`src/rtl/mips32_pkg.sv`:
```
// Shared definitions for the MIPS32 front end: fetch FSM encoding,
// reset/bubble defaults and the PC increment helper.
package mips32_pkg;

  // FETCH: a request is outstanding at the PC.
  // HOLD:  the word was acknowledged during a stall and is parked in a buffer.
  // DROP:  a wrong-path request is still waiting for its acknowledge.
  typedef enum logic [1:0] {
    FETCH = 2'd0,
    HOLD  = 2'd1,
    DROP  = 2'd2
  } fetch_state_t;

  localparam logic [31:0] DEFAULT_RESET_PC  = 32'h0000_0000;
  localparam logic [31:0] DEFAULT_NOP_INSTR = 32'h0000_0000;

  // Increment on the word address only, so the low address bits never
  // matter and 32'hFFFF_FFFC wraps cleanly to zero.
  function automatic logic [31:0] pc_plus4(input logic [29:0] word_addr);
    return {word_addr + 30'd1, 2'b00};
  endfunction

endpackage

```
`src/rtl/if_id_reg.sv`:
```
// IF/ID pipeline register: load a new word, hold during a stall,
// otherwise collapse to a bubble once decode has consumed the content.
module if_id_reg
  import mips32_pkg::*;
#(
  parameter logic [31:0] NOP_INSTR = DEFAULT_NOP_INSTR
) (
  input  logic        i_clk,
  input  logic        i_s_rst,
  input  logic        i_load,
  input  logic        i_hold,
  input  logic [31:0] i_instr,
  input  logic [31:0] i_pc_4,
  output logic [31:0] o_instr,
  output logic [31:0] o_pc_4,
  output logic        o_valid
);

  logic [31:0] instr_reg;
  logic [31:0] pc_4_reg;
  logic        valid_reg;

  // Load has priority over hold; with neither, decode took the word and a bubble follows.
  always_ff @(posedge i_clk) begin
    if (i_s_rst) begin
      instr_reg <= NOP_INSTR;
      pc_4_reg  <= 32'h0000_0000;
      valid_reg <= 1'b0;
    end else if (i_load) begin
      instr_reg <= i_instr;
      pc_4_reg  <= i_pc_4;
      valid_reg <= 1'b1;
    end else if (!i_hold) begin
      instr_reg <= NOP_INSTR;
      valid_reg <= 1'b0;
    end
  end

  assign o_instr = instr_reg;
  assign o_pc_4  = pc_4_reg;
  assign o_valid = valid_reg;

endmodule

```
`src/rtl/fetch_stage.sv`:
```
// Instruction fetch stage: PC register, fetch handshake FSM with a one-word
// stall buffer and a redirect register for draining wrong-path requests.
module fetch_stage
  import mips32_pkg::*;
#(
  parameter logic [31:0] RESET_PC  = DEFAULT_RESET_PC,
  parameter logic [31:0] NOP_INSTR = DEFAULT_NOP_INSTR
) (
  input  logic        i_clk,
  input  logic        i_s_rst,
  input  logic [31:0] i_NextPC,
  input  logic        i_stall,
  input  logic        i_flush,
  output logic [31:0] o_PC,
  output logic        o_imem_req,
  output logic [31:0] o_imem_addr,
  input  logic        i_imem_ack,
  input  logic [31:0] i_imem_rdata,
  output logic [31:0] o_instr_dec,
  output logic [31:0] o_PC_4_dec,
  output logic        o_valid_dec,
  output logic        o_fetch_busy
);

  fetch_state_t state_reg;
  logic [31:0]  pc_reg;
  logic [31:0]  redirect_reg;
  logic [31:0]  buf_instr_reg;
  logic [31:0]  buf_pc_4_reg;

  logic [31:0]  pc_4;
  logic         ifid_load;
  logic         ifid_hold;
  logic [31:0]  ifid_instr;
  logic [31:0]  ifid_pc_4;

  assign pc_4 = pc_plus4(pc_reg[31:2]);
  assign o_PC = pc_reg;

  // The PC is left untouched while a wrong-path request drains, so it is
  // also the original request address in DROP and the address stays stable.
  assign o_imem_addr  = {pc_reg[31:2], 2'b00};
  assign o_imem_req   = !i_s_rst && (state_reg != HOLD);
  assign o_fetch_busy = ((state_reg == FETCH) && !i_imem_ack) || (state_reg == DROP);

  // IF/ID control: a flush forces a bubble; otherwise load fresh or buffered words, or hold on stall.
  always_comb begin
    ifid_load  = 1'b0;
    ifid_hold  = 1'b0;
    ifid_instr = i_imem_rdata;
    ifid_pc_4  = pc_4;
    if (!i_flush) begin
      case (state_reg)
        FETCH: begin
          if (i_imem_ack && !i_stall) begin
            ifid_load = 1'b1;
          end else begin
            ifid_hold = i_stall;
          end
        end
        HOLD: begin
          if (!i_stall) begin
            ifid_load  = 1'b1;
            ifid_instr = buf_instr_reg;
            ifid_pc_4  = buf_pc_4_reg;
          end else begin
            ifid_hold = 1'b1;
          end
        end
        default: ifid_hold = i_stall;
      endcase
    end
  end

  // Fetch FSM with PC, stall buffer and redirect register; flush outranks stall everywhere.
  always_ff @(posedge i_clk) begin
    if (i_s_rst) begin
      state_reg     <= FETCH;
      pc_reg        <= RESET_PC;
      redirect_reg  <= 32'h0000_0000;
      buf_instr_reg <= 32'h0000_0000;
      buf_pc_4_reg  <= 32'h0000_0000;
    end else begin
      case (state_reg)
        FETCH: begin
          if (i_flush) begin
            if (i_imem_ack) begin
              pc_reg <= i_NextPC;
            end else begin
              redirect_reg <= i_NextPC;
              state_reg    <= DROP;
            end
          end else if (i_imem_ack) begin
            if (i_stall) begin
              buf_instr_reg <= i_imem_rdata;
              buf_pc_4_reg  <= pc_4;
              state_reg     <= HOLD;
            end else begin
              pc_reg <= i_NextPC;
            end
          end
        end
        HOLD: begin
          if (i_flush || !i_stall) begin
            pc_reg    <= i_NextPC;
            state_reg <= FETCH;
          end
        end
        DROP: begin
          if (i_flush) begin
            redirect_reg <= i_NextPC;
            if (i_imem_ack) begin
              pc_reg    <= i_NextPC;
              state_reg <= FETCH;
            end
          end else if (i_imem_ack) begin
            pc_reg    <= redirect_reg;
            state_reg <= FETCH;
          end
        end
        default: state_reg <= FETCH;
      endcase
    end
  end

  if_id_reg #(
    .NOP_INSTR(NOP_INSTR)
  ) u_if_id_reg (
    .i_clk   (i_clk),
    .i_s_rst (i_s_rst),
    .i_load  (ifid_load),
    .i_hold  (ifid_hold),
    .i_instr (ifid_instr),
    .i_pc_4  (ifid_pc_4),
    .o_instr (o_instr_dec),
    .o_pc_4  (o_PC_4_dec),
    .o_valid (o_valid_dec)
  );

endmodule

```
`config.mk`:
```
export PLATFORM = sky130hd
export DESIGN_NAME = fetch_stage
export DESIGN_NICKNAME = d
export VERILOG_FILES = /design/src/rtl/mips32_pkg.sv /design/src/rtl/if_id_reg.sv /design/src/rtl/fetch_stage.sv
export SDC_FILE = /design/constraint.sdc
export NUM_CORES = 1
export LEC_CHECK = 0
export BUFFER_PORTS_ARGS = -buffer_cell sky130_fd_sc_hd__buf_2
export CORE_ASPECT_RATIO = 1.25
export CORE_MARGIN = 1
export CORE_UTILIZATION = 48
export CTS_CLUSTER_DIAMETER = 60
export CTS_CLUSTER_SIZE = 12
export DETAILED_ROUTE_END_ITERATION = 10
export HOLD_SLACK_MARGIN = 0.08
export PLACE_DENSITY_LB_ADDON = 0.12
export REMOVE_ABC_BUFFERS = 1
export SLEW_MARGIN = 25
export SYNTH_ARGS = -nofsm -noshare
export SYNTH_HDL_FRONTEND = slang
export SYNTH_SLANG_ARGS = --single-unit
```
`constraint.sdc`:
```
create_clock -name i_clk -period 1.9 [get_ports i_clk]
set_clock_uncertainty 0.15 [all_clocks]
set_input_delay 0 -clock i_clk [delete_from_list [all_inputs] [get_ports i_clk]]
set_output_delay 0 -clock i_clk [all_outputs]
set_load 0.01 [all_outputs]
```
Word level (Yosys, flattened, before mapping)
Cells that the tools add are included.
{"block": "totals", "register_bits": 195, "inputBits": 69, "out_inout_bits": 131}
{"block": "classes", "add_sub_neg": 1, "eq_ne": 14, "n_mux": 37, "bitwise_logic": 1, "n_reduce_logical": 15}
{"operator": "$mux 32", "count": 18}
{"operator": "$pmux 32 s3", "count": 1}
{"operator": "$pmux 32 s2", "count": 1}
{"operator": "$add 30x1->30 const B", "count": 1}
{"operator": "$ne 3x3->1 const B", "count": 5}
{"operator": "$mux 2", "count": 6}
{"operator": "$ne 2x2->1 const B", "count": 6}
{"operator": "$reduce_and 5->1", "count": 2}
{"operator": "$mux 1", "count": 8}
{"operator": "$pmux 2 s3", "count": 1}
{"operator": "$pmux 1 s2", "count": 2}
{"operator": "$reduce_and 4->1", "count": 1}
{"operator": "$logic_and 1x1->1", "count": 3}
{"operator": "$logic_not 1->1", "count": 3}
{"operator": "$reduce_and 3->1", "count": 1}
{"operator": "$reduce_bool 3->1", "count": 1}
{"operator": "$eq 2x1->1 const B", "count": 1}
{"operator": "$eq 2x2->1 const B", "count": 1}
{"operator": "$logic_not 2->1", "count": 1}
{"operator": "$logic_or 1x1->1", "count": 2}
{"operator": "$ne 2x1->1 const B", "count": 1}
{"operator": "$reduce_bool 2->1", "count": 1}
{"operator": "$not 1->1", "count": 1}

Logic depth before layout (Yosys ltp)
Gate-level depths: netlist of run 1.
{"block": "depth", "depth_word": 7, "depth_mapped": 10}

By module
A second synthesis of run 1 with hierarchy kept.
{"block": "unflattened", "cells_unflattened": 1222, "area_unflattened_um2": 9580.4}
{"module": "fetch_stage", "instances": 1, "cells_each": 973, "area_each_um2": 7144.4, "seq_area_each_um2": 2602.5}
{"module": "if_id_reg", "instances": 1, "cells_each": 249, "area_each_um2": 2436.1, "seq_area_each_um2": 1301.2}

Worst setup path after synthesis of run 1
OpenSTA, ideal clock, no wires.
{"block": "synth_timing", "path_kind": "register to register", "start": "register state_reg[0]", "end": "register pc_reg[0] (netlist: o_PC[0])", "arrival_time_ns": 1.845, "required_time_ns": 1.623, "slack_ns": -0.222, "path_stages_with_launch": 11, "n_path_buf": 3, "period_less_slack_ns": 2.122, "cell_sequence": "dfxtp_1 inv_1 ha_1 buf_2 o21ai_0 a21oi_1 nor3_1 nor2_1 buf_2 buf_2 o2bb2ai_1"}
{"block": "synth_via", "elab_chain_cells": 3}
{"item": "start, declared", "line": "fetch_stage.sv:25", "text": "fetch_state_t state_reg;"}
{"item": "start signal, assigned", "line": "fetch_stage.sv:78", "text": "state_reg <= FETCH;"}
{"item": "start signal, assigned", "line": "fetch_stage.sv:91", "text": "state_reg <= DROP;"}
{"item": "start signal, assigned", "line": "fetch_stage.sv:97", "text": "state_reg <= HOLD;"}
{"item": "$eq 2x2->1 (tied with other cells)", "line": "fetch_stage.sv:84", "text": "case (state_reg)"}
{"item": "$ne 3x3->1 (no line) (tied with other cells)"}
{"item": "$reduce_and 5->1 (no line)"}
{"item": "end signal, assigned", "line": "fetch_stage.sv:88", "text": "pc_reg <= i_NextPC;"}
{"item": "end signal, assigned", "line": "fetch_stage.sv:99", "text": "pc_reg <= i_NextPC;"}
{"item": "end signal, assigned", "line": "fetch_stage.sv:105", "text": "pc_reg <= i_NextPC;"}
{"item": "end, declared", "line": "fetch_stage.sv:26", "text": "logic [31:0] pc_reg;"}
Parallel ways exist; a longest one is shown, timed or not.
A chain may end at the register's enable or synchronous reset.

Worst setup path in the final report of run 1
{"block": "layout_timing", "start": "register state_reg[1]", "end": "register pc_reg[30] (netlist: o_PC[30])"}
The elaborated chain is that of the path after synthesis.

==> flow_summary.ini, run 1 <==
[logic_synthesis]
yosysWarnings = 0
synth_edf_count = 0
ys_ff_latch = 195
avgSynthCellArea_um2 = 8.431
synth_area_um2 = 9122
seq_area_frac_synth_pct = 42.79
synth_cell_types = 54
synth_flop_cell = dfxtp_1
netlist_instances = 1082
async_flop_share_pct = 0

[setup_path]
start_kind = flop
worstPathRequired_ps = 2090
r2r_slack_ps = -10
worstPathArrival_ps = 2100
path_class = flop to flop
end_kind = flop
cp_max_fo = 32

[cells_and_area]
nets = 1413
fin_area_um2 = 12440
nFillCells = 1615
final_cells = 1584
diodes = 0
layout-drive-gt1-share_pct = 32.84
final_util_pct = 66.49
area_delta_synth_final_pct = 36.35

[routing]
post_drt_wl_per_cell_um = 15.87
wl_um = 25140
route.detailed.drc = 14
via_per_inst = 5.356
drt-pass1-iter-count = 8
vias = 8484
antenna_left = 0
drt_iter0_drc = 373

[placement]
dp_cells = 1476
place.gp.congestion = 0.7979
hpwl_um = 15590
place_area_um2 = 10630
io_buffers = 197

[floorplan]
core_area_um2 = 18710
rows = 56
die_w_um = 125.3
io_pins = 200
initial_core_util_pct = 48.76
die_h_um = 156.1
dieArea_um2 = 19560

[cts]
htreeDepth = 4
cts_buffer_depth = 2
cts.sinks = 195
cts_tree = built
clk_latency_ps = 440
clockRootBuffer = clkbuf_16
clkTransAtPathRegs_ps = 80
cts_buffers = 17

[global_routing]
grt_pass1_wl_um = 39840
grt_usage_pct = 25.31
grt_overflow = 0
grt_start_max_net_pins = 80
antenna_found_initial = 0
grt_pass1_vias = 7807

[sta]
setup_tns_ps = -13.24
maxSlewViolCount = 0
fmax_mhz = 522.7
setup_viol = 1
fin_ws_ps = -13.24
rsz0062_at_grt = true
finalCritPeriodShare_pct = 100.7
finalCriticalPeriod_ps = 1913
finalHoldViolCount = 0

[outcome]
violations = DRC, setup timing
status = finished, violations left

[power_and_ir_drop]
vdd_drop_max_v = 0.0005889
p_leak_nw = 5.190
powerDensity_nw_per_um2 = 854.7
fin_total_pwr_mw = 10.63

[worst_hold_path]
hold_path.class = input pin to flop

[run]
cap_violations = 0
## per-layer routing
layer	global-route usage [%]	wire, µm	up-vias
met5	0	0	-
met4	6.911	281	0
met3	3.704	964	19
met2	44.53	12480	201
met1	32.27	11420	4005
li1	-	-	4259
## metrics by stage
stage,worst slack [ps],hold slack [ps]
floorplan,-2857,-107.1
global placement,-130.7,105.9
detailed placement,-158.8,107.0
CTS,-34.93,186.6
global route,-86.80,213.5
finish,-13.24,203.2
## where the power goes
group          internal [mW]  leakage, nW  switching [mW]
Sequential              4.35         1.59           0.171
Clock                   1.88        0.268            1.71
Combinational           1.15         3.33            1.37
Total                   7.38         5.19            3.25
## kinds of logic after synthesis
kind of cell    count (synthesis)  synth area share, %
compound gates                293                20.78
mux                            65                8.394
flops                         195                42.79
fa+ha+maj                       5               0.6858
simple gates                  365                17.27
buf+inv                       131                7.448
other cells                     1              0.04111
xor+xnor                       27                2.592
## cells in the final DEF, fill, tap and decap left out, types with 33 or more instances in the layout
cell           count
a211oi_1          51
a21oi_1          129
buf_2            196
buf_4             60
dfxtp_1          187
dlygate4sd3_1     68
mux2i_1           33
nand2_1          211
nor2_1            78
## cell type report
type | count | area (µm²) | area share, %
tap | 232 | 290.3 | 2.334
sequential | 195 | 3914 | 31.47
timing repair buffer | 359 | 2699 | 21.70
multi-input combinational | 757 | 4915 | 39.51
clock buffer | 18 | 439.2 | 3.531
inverter | 9 | 36.28 | 0.2917
clock inverter | 14 | 145.1 | 1.167
## cells in the mapped netlist (4+ instances only)
master,number,area [µm²]
nand2_1,219,822.0
dfxtp_1,195,3904
a21oi_1,146,730.7
nor2_1,79,296.5
a211oi_1,53,397.9
clkbuf_1,48,180.2
buf_4,33,247.7
mux2i_1,33,330.3
buf_2,30,150.1
o2bb2ai_1,29,254.0
mux2_4,20,300.3
xor2_1,20,175.2
o22ai_1,18,112.6
a22oi_1,15,112.6
nand3_1,14,70.07
nand4_1,12,75.07
and3_1,11,68.82
a211oi_2,9,112.6
mux2_1,8,90.09
buf_1,7,26.28
inv_1,7,26.28
nor3_1,7,35.03
xnor2_1,7,61.31
ha_1,5,62.56
mux2_2,4,45.04
## critical path, cell delays in order, from the launching register on
cell       delay (ps)
dfxtp_2           330
inv_2              50
buf_4             130
ha_4              220
nor3b_4           250
buf_4             160
a21oi_2            40
buf_12            170
a21oi_1           220
o2bb2ai_2          70
## what timing repair did
item	in CTS	in global routing
endpoints found under the setup margin	133	145
resized for setup	30	73
cloned	1	2
endpoints found under the hold margin	157	0
pin swaps	6	28
hold buffers	68	0
setup buffers	4	2
## final timing paths
| check | depth (start not counted) | startpoint | end |
|---|---|---|---|
| max | 9 | state_reg[1] | o_PC[30] |
| min | 4 | i_imem_rdata[24] | buf_instr_reg[24] |
| max reg2reg | 9 | state_reg[1] | o_PC[30] |
| min reg2reg | 2 | u_if_id_reg.o_instr[14] | u_if_id_reg.o_instr[14] |
(Power assumes the default switching activity.)
==> run 2: changes to the inputs <==
--- a/config.mk
+++ b/config.mk
@@ -5,10 +5,11 @@
 export SDC_FILE = /design/constraint.sdc
 export NUM_CORES = 1
 export LEC_CHECK = 0
+export ABC_AREA = 1
 export BUFFER_PORTS_ARGS = -buffer_cell sky130_fd_sc_hd__buf_2
 export CORE_ASPECT_RATIO = 1.25
 export CORE_MARGIN = 1
-export CORE_UTILIZATION = 48
+export CORE_UTILIZATION = 40
 export CTS_CLUSTER_DIAMETER = 60
 export CTS_CLUSTER_SIZE = 12
 export DETAILED_ROUTE_END_ITERATION = 10
==> flow_summary.ini, run 2 <==
[outcome]
status = finished clean

[power_and_ir_drop]
vdd_drop_max_v = 0.0006444
powerDensity_nw_per_um2 = 1013
p_leak_nw = 6.009
fin_total_pwr_mw = 13.49

[routing]
drt-pass1-iter-count = 7
vias = 10541
drt_iter0_drc = 576
via_per_inst = 5.090
post_drt_wl_per_cell_um = 15.29
wl_um = 31660
antenna_left = 0
route.detailed.drc = 0

[floorplan]
io_pins = 200
rows = 64
die_h_um = 180.2
die_w_um = 144.5
core_area_um2 = 24740
initial_core_util_pct = 41.05
dieArea_um2 = 26040

[setup_path]
r2r_end = buf_pc_4_reg[27]
r2r_cells = 11
start_kind = flop
path_class = flop to flop
worstPathArrival_ps = 2070
end_kind = flop
cp_max_fo = 16
r2r_slack_ps = 70
worstPathRequired_ps = 2140
rr_startpoint = state_reg[1]

[logic_synthesis]
synth_flop_cell = dfxtp_1
synth_top_area_share_pct = 38.43
netlist_instances = 1478
synth_edf_count = 0
ys_ff_latch = 195
yosysMostFrequentCell = nand2_1
yosysWarnings = 0
async_flop_share_pct = 0
avgSynthCellArea_um2 = 6.873
synth_cell_types = 38
yosys-top-cells-area = dfxtp_1 (38%), a21oi_1 (14%), nand2_1 (13%)
netlist.top_cell.by_area = dfxtp_1
synth_area_um2 = 10160
synthTopCellsByCount = nand2_1 (348), a21oi_1 (276), dfxtp_1 (195), inv_1 (111), o21ai_1 (97)
seq_area_frac_synth_pct = 38.43

[sta]
finalHoldViolCount = 0
finalCritPeriodShare_pct = 96.39
setup_tns_ps = 0
fmax_mhz = 546.0
setup_viol = 0
maxSlewViolCount = 0
rsz0062_at_grt = true
finalCriticalPeriod_ps = 1831

[worst_hold_path]
holdPathStages = 4
min_from = i_NextPC[20]
hold_path.class = input pin to flop
hold-path-endpoint = redirect_reg[20]

[cells_and_area]
diodes = 0
area_delta_synth_final_pct = 31.12
nets = 1802
layout_commonest_cell = nand2_1
layout-drive-gt1-share_pct = 22.00
final_cells = 2071
layout_common_cells = nand2_1 (346), a21oi_1 (270), buf_2 (196), dfxtp_1 (189), inv_1 (108)
nFillCells = 2446

[global_routing]
grt_start_max_net_pins = 97
grt_usage_pct = 23.99
grt_pass1_vias = 9602
antenna_found_initial = 0
grt_pass1_wl_um = 49450
grt_overflow = 0

[placement]
dp_cells = 1966
io_buffers = 197
hpwl_um = 21070
place.gp.congestion = 0.8589

[cts]
cts_tree = built
clk_latency_ps = 440
cts_buffers = 17
htreeDepth = 4
cts.sinks = 195
clockRootBuffer = clkbuf_16
cts_buffer_depth = 2
clkTransAtPathRegs_ps = 80

[run]
cap_violations = 0
[run 2: power by group]
group	switching [mW]	internal, mW
logic	2.72	2.03
registers	0.407	4.60
clock network	1.69	2.04
total	4.82	8.67
[run 2: what timing repair did]
| action | CTS | global route |
|---|---|---|
| gates cloned | 0 | 3 |
| endpoints found under the hold margin | 186 | 0 |
| endpoints found under the setup margin | 26 | 121 |
| hold buffers | 68 | 0 |
| setup buffers | 0 | 2 |
| pin swaps | 0 | 4 |
| gates resized for setup | 4 | 39 |
[run 2: worst max-delay path by stage]
stage	start	endpoint	cells past startpoint
after floorplan	state_reg[1]	u_if_id_reg.o_pc_4[19]	8
after global placement	state_reg[0]	o_PC[3]	9
after detailed placement	state_reg[0]	o_PC[3]	9
after CTS	state_reg[0]	o_PC[3]	11
after global routing	state_reg[1]	buf_pc_4_reg[14]	11
final	state_reg[1]	buf_pc_4_reg[27]	11
[run 2: critical path: stages (launching register included)]
cell,delay [ps]
dfxtp_4,360
inv_4,70
ha_4,160
inv_2,60
nor2_4,110
nand2_2,90
nor2_4,150
buf_12,150
clkbuf_16,180
o21ai_1,70
o21bai_1,160
inv_1,50
[run 2: cell families (layout without fill, tap and decap cells)]
family / after synthesis / count (layout) / synth area share [%]
flip-flops: 195 / 195 / 38.43
other: 1 / 2 / 0.03691
buffers and inverters: 260 / 522 / 11.64
AND/OR/NAND/NOR: 469 / 469 / 18.70
XOR/XNOR: 13 / 13 / 1.121
multiplexers: 5 / 5 / 0.4927
adder cells (fa/ha/maj): 5 / 5 / 0.6158
AO/OA/AOI/OAI: 530 / 530 / 28.97
[run 2: per-stage QoR]
| stage | util [%] | hold WS [ps] | setup WS, ps | instance area [µm²] |
|---|---|---|---|---|
| 2_1_floorplan | - | -107.1 | -1729 | 9452 |
| 3_3_place_gp | 47.70 | 135.4 | 6.748 | 11800 |
| 3_5_place_dp | 47.70 | 141.5 | -29.34 | 11800 |
| 4_1_cts | 52.90 | 218.5 | 15.46 | 13090 |
| 5_1_grt | 53.83 | 249.9 | -46.10 | 13320 |
| 6_report | 53.83 | 232.4 | 68.58 | 13320 |
[run 2: cell type report]
cell class | instances | area (µm²) | share of cell area, %
clock buffer | 21 | 460.4 | 3.457
sequential | 195 | 3916 | 29.40
inverter | 125 | 479.2 | 3.598
tap | 330 | 412.9 | 3.100
multi-input combinational | 1024 | 5196 | 39.01
timing repair buffer | 365 | 2718 | 20.40
clock inverter | 11 | 137.6 | 1.033
[run 2: per-layer routing]
metal,global-route usage (%),vias to the layer above,routed length [µm]
li1,-,5394,-
met1,30.35,4826,14060
met2,41.31,291,15450
met3,3.800,30,1526
met4,7.074,0,626
met5,0,-,0
==> run 3: changes to the inputs <==
--- a/config.mk
+++ b/config.mk
@@ -6,13 +6,14 @@
 export NUM_CORES = 1
 export LEC_CHECK = 0
 export ABC_AREA = 1
-export BUFFER_PORTS_ARGS = -buffer_cell sky130_fd_sc_hd__buf_2
+export BUFFER_PORTS_ARGS = -buffer_cell sky130_fd_sc_hd__buf_4
 export CORE_ASPECT_RATIO = 1.25
 export CORE_MARGIN = 1
 export CORE_UTILIZATION = 40
 export CTS_CLUSTER_DIAMETER = 60
 export CTS_CLUSTER_SIZE = 12
 export DETAILED_ROUTE_END_ITERATION = 10
+export GPL_TIMING_DRIVEN = 0
 export HOLD_SLACK_MARGIN = 0.08
 export PLACE_DENSITY_LB_ADDON = 0.12
 export REMOVE_ABC_BUFFERS = 1
==> constraint.sdc (replaced) <==
create_clock -name i_clk -period 2.3 [get_ports i_clk]
set_clock_uncertainty 0.15 [all_clocks]
set_input_delay 0 -clock i_clk [delete_from_list [all_inputs] [get_ports i_clk]]
set_output_delay 0 -clock i_clk [all_outputs]
set_load 0.01 [all_outputs]
==> flow_summary.ini, run 3 (synthesis results as in run 2) <==
[global_routing]
grt_pass1_vias = 9502
grt_start_max_net_pins = 98
antenna_found_initial = 0
use_met2_pct = 40.23
grt_pass1_wl_um = 49730
grt_usage_pct = 24.15
busiest_layer = met2
grt_overflow = 0
grt_use_met3_pct = 3.189
grt_use_met1_pct = 31.08

[sta]
fmax_mhz = 453.6
maxSlewViolCount = 0
slew_headroom_pct = 42.87
tightestPinTransition_ps = 857.0
hold_slack_ps = 107.0
finalCritPeriodShare_pct = 95.86
finalCriticalPeriod_ps = 2205
finalHoldViolCount = 0
setup_viol = 0
rsz0062_at_grt = true

[cts]
cts.sinks = 195
clkTransAtPathRegs_ps = 80
htreeDepth = 4
clk_latency_ps = 450
cts_tree = built
cts_buffers = 17
cts_buffer_depth = 2
clockRootBuffer = clkbuf_16

[setup_path]
worstPathArrival_ps = 2390
path_class = flop to flop
path_common_cell = inv_2
cp_max_fo = 29
max_stage_delay_ps = 360
start_kind = flop
crit_chain = inv_2, ha_4, inv_2, nor2_4, clkinvlp_4, or2_0, nand2_1, a21oi_1
worstPathRequired_ps = 2480
critPathSlowestCell = dfxtp_1
end_kind = flop

[placement]
dp_cells = 1879
io_buffers = 197
hpwl_um = 18750
place.gp.congestion = 0.8902

[power_and_ir_drop]
vdd_drop_max_v = 0.0005536
p_leak_nw = 5.697
powerDensity_nw_per_um2 = 838.0

[cells_and_area]
nets = 1727
layout-drive-gt1-share_pct = 17.77
final_cells = 1996
area_delta_synth_final_pct = 29.60
layout_commonest_cell = nand2_1
diodes = 0
layout_common_cells = nand2_1 (347), a21oi_1 (276), buf_4 (206), dfxtp_1 (192), inv_1 (108)

[floorplan]
die_h_um = 180.2
die_w_um = 144.5
initial_core_util_pct = 41.05
dieArea_um2 = 26040
io_pins = 200
core_area_um2 = 24740
rows = 64

[routing]
vias = 10465
route.detailed.drc = 0
drt_iter0_drc = 622
via_per_inst = 5.243
post_drt_wl_per_cell_um = 15.74
wl_um = 31410
drt-pass1-iter-count = 5
antenna_left = 0

[outcome]
status = finished clean

[worst_hold_path]
hold_path.class = input pin to flop

[run]
cap_violations = 0
## run 3: cell count changes in the layout (fill, tap and decap cells not counted), sizes merged, moves of 3 or more
cell | before | now
buf | 294 | 218
nand3 | 30 | 33
clkinv | 2 | 7
clkbuf | 24 | 17
## run 3: metal layers
layer | share of wire [%] | vias to the layer above
met5 | 0 | -
met3 | 4.6 | 45
met2 | 47 | 291
met1 | 46 | 4867
li1 | - | 5262
met4 | 2.7 | 0
## run 3: power breakdown
part / internal, mW / total (mW) / switching [mW]
registers: 3.79 / 4.34 / 0.549
logic: 1.53 / 3.52 / 2.00
clock network: 1.66 / 3.17 / 1.51
## run 3: layout make-up
type / instances / area [µm²]
flip-flops and latches: 195 / 3908
clock buffers: 17 / 425.4
well taps: 330 / 412.9
multi-input cells: 1029 / 5231
inverters: 125 / 503.0
repair buffers: 285 / 2492
clock inverters: 15 / 192.7
fillers: 2419 / 11580
## run 3: path summary, 6_finish.rpt
kind,depth (start not counted),to,slack [ps],startpoint
max,8,u_if_id_reg.o_pc_4[23],100,state_reg[1]
min,5,o_PC[19],110,i_flush
max reg2reg,8,u_if_id_reg.o_pc_4[23],100,state_reg[1]
min reg2reg,2,buf_instr_reg[0],300,buf_instr_reg[0]
## run 3: metrics by stage
| stage | TNS, ps | worst slack, ps | power, mW | instance area [µm²] | utilization, % |
|---|---|---|---|---|---|
| 6_report | 0 | 95.23 | 11.03 | 13170 | 53.21 |
| 5_1_grt | -95.00 | -95.00 | 11.67 | 13170 | 53.21 |
| 4_1_cts | 0 | 19.25 | 11.03 | 13090 | 52.92 |
| 3_5_place_dp | -98390 | -1512 | 7.625 | 11600 | 46.88 |
| 3_3_place_gp | -357070 | -3719 | 7.533 | 11340 | 45.84 |
| 2_1_floorplan | -93270 | -1329 | 6.097 | 9452 | - |
## run 3: critical path, delay by kind of cell (launching register included)
| kind | cells | cell delay [ps] |
|---|---|---|
| simple gates | 3 | 660 |
| buf+inv | 3 | 650 |
| flops | 1 | 360 |
| fa+ha+maj | 1 | 200 |
| compound gates | 1 | 50 |
## run 3: repair_timing
item,CTS,global route
endpoints found under the hold margin,151,0
pin swaps,4,3
setup buffers,9,4
cloned,5,0
hold buffers,67,0
gates resized for setup,18,8
setup endpoints to repair,154,136
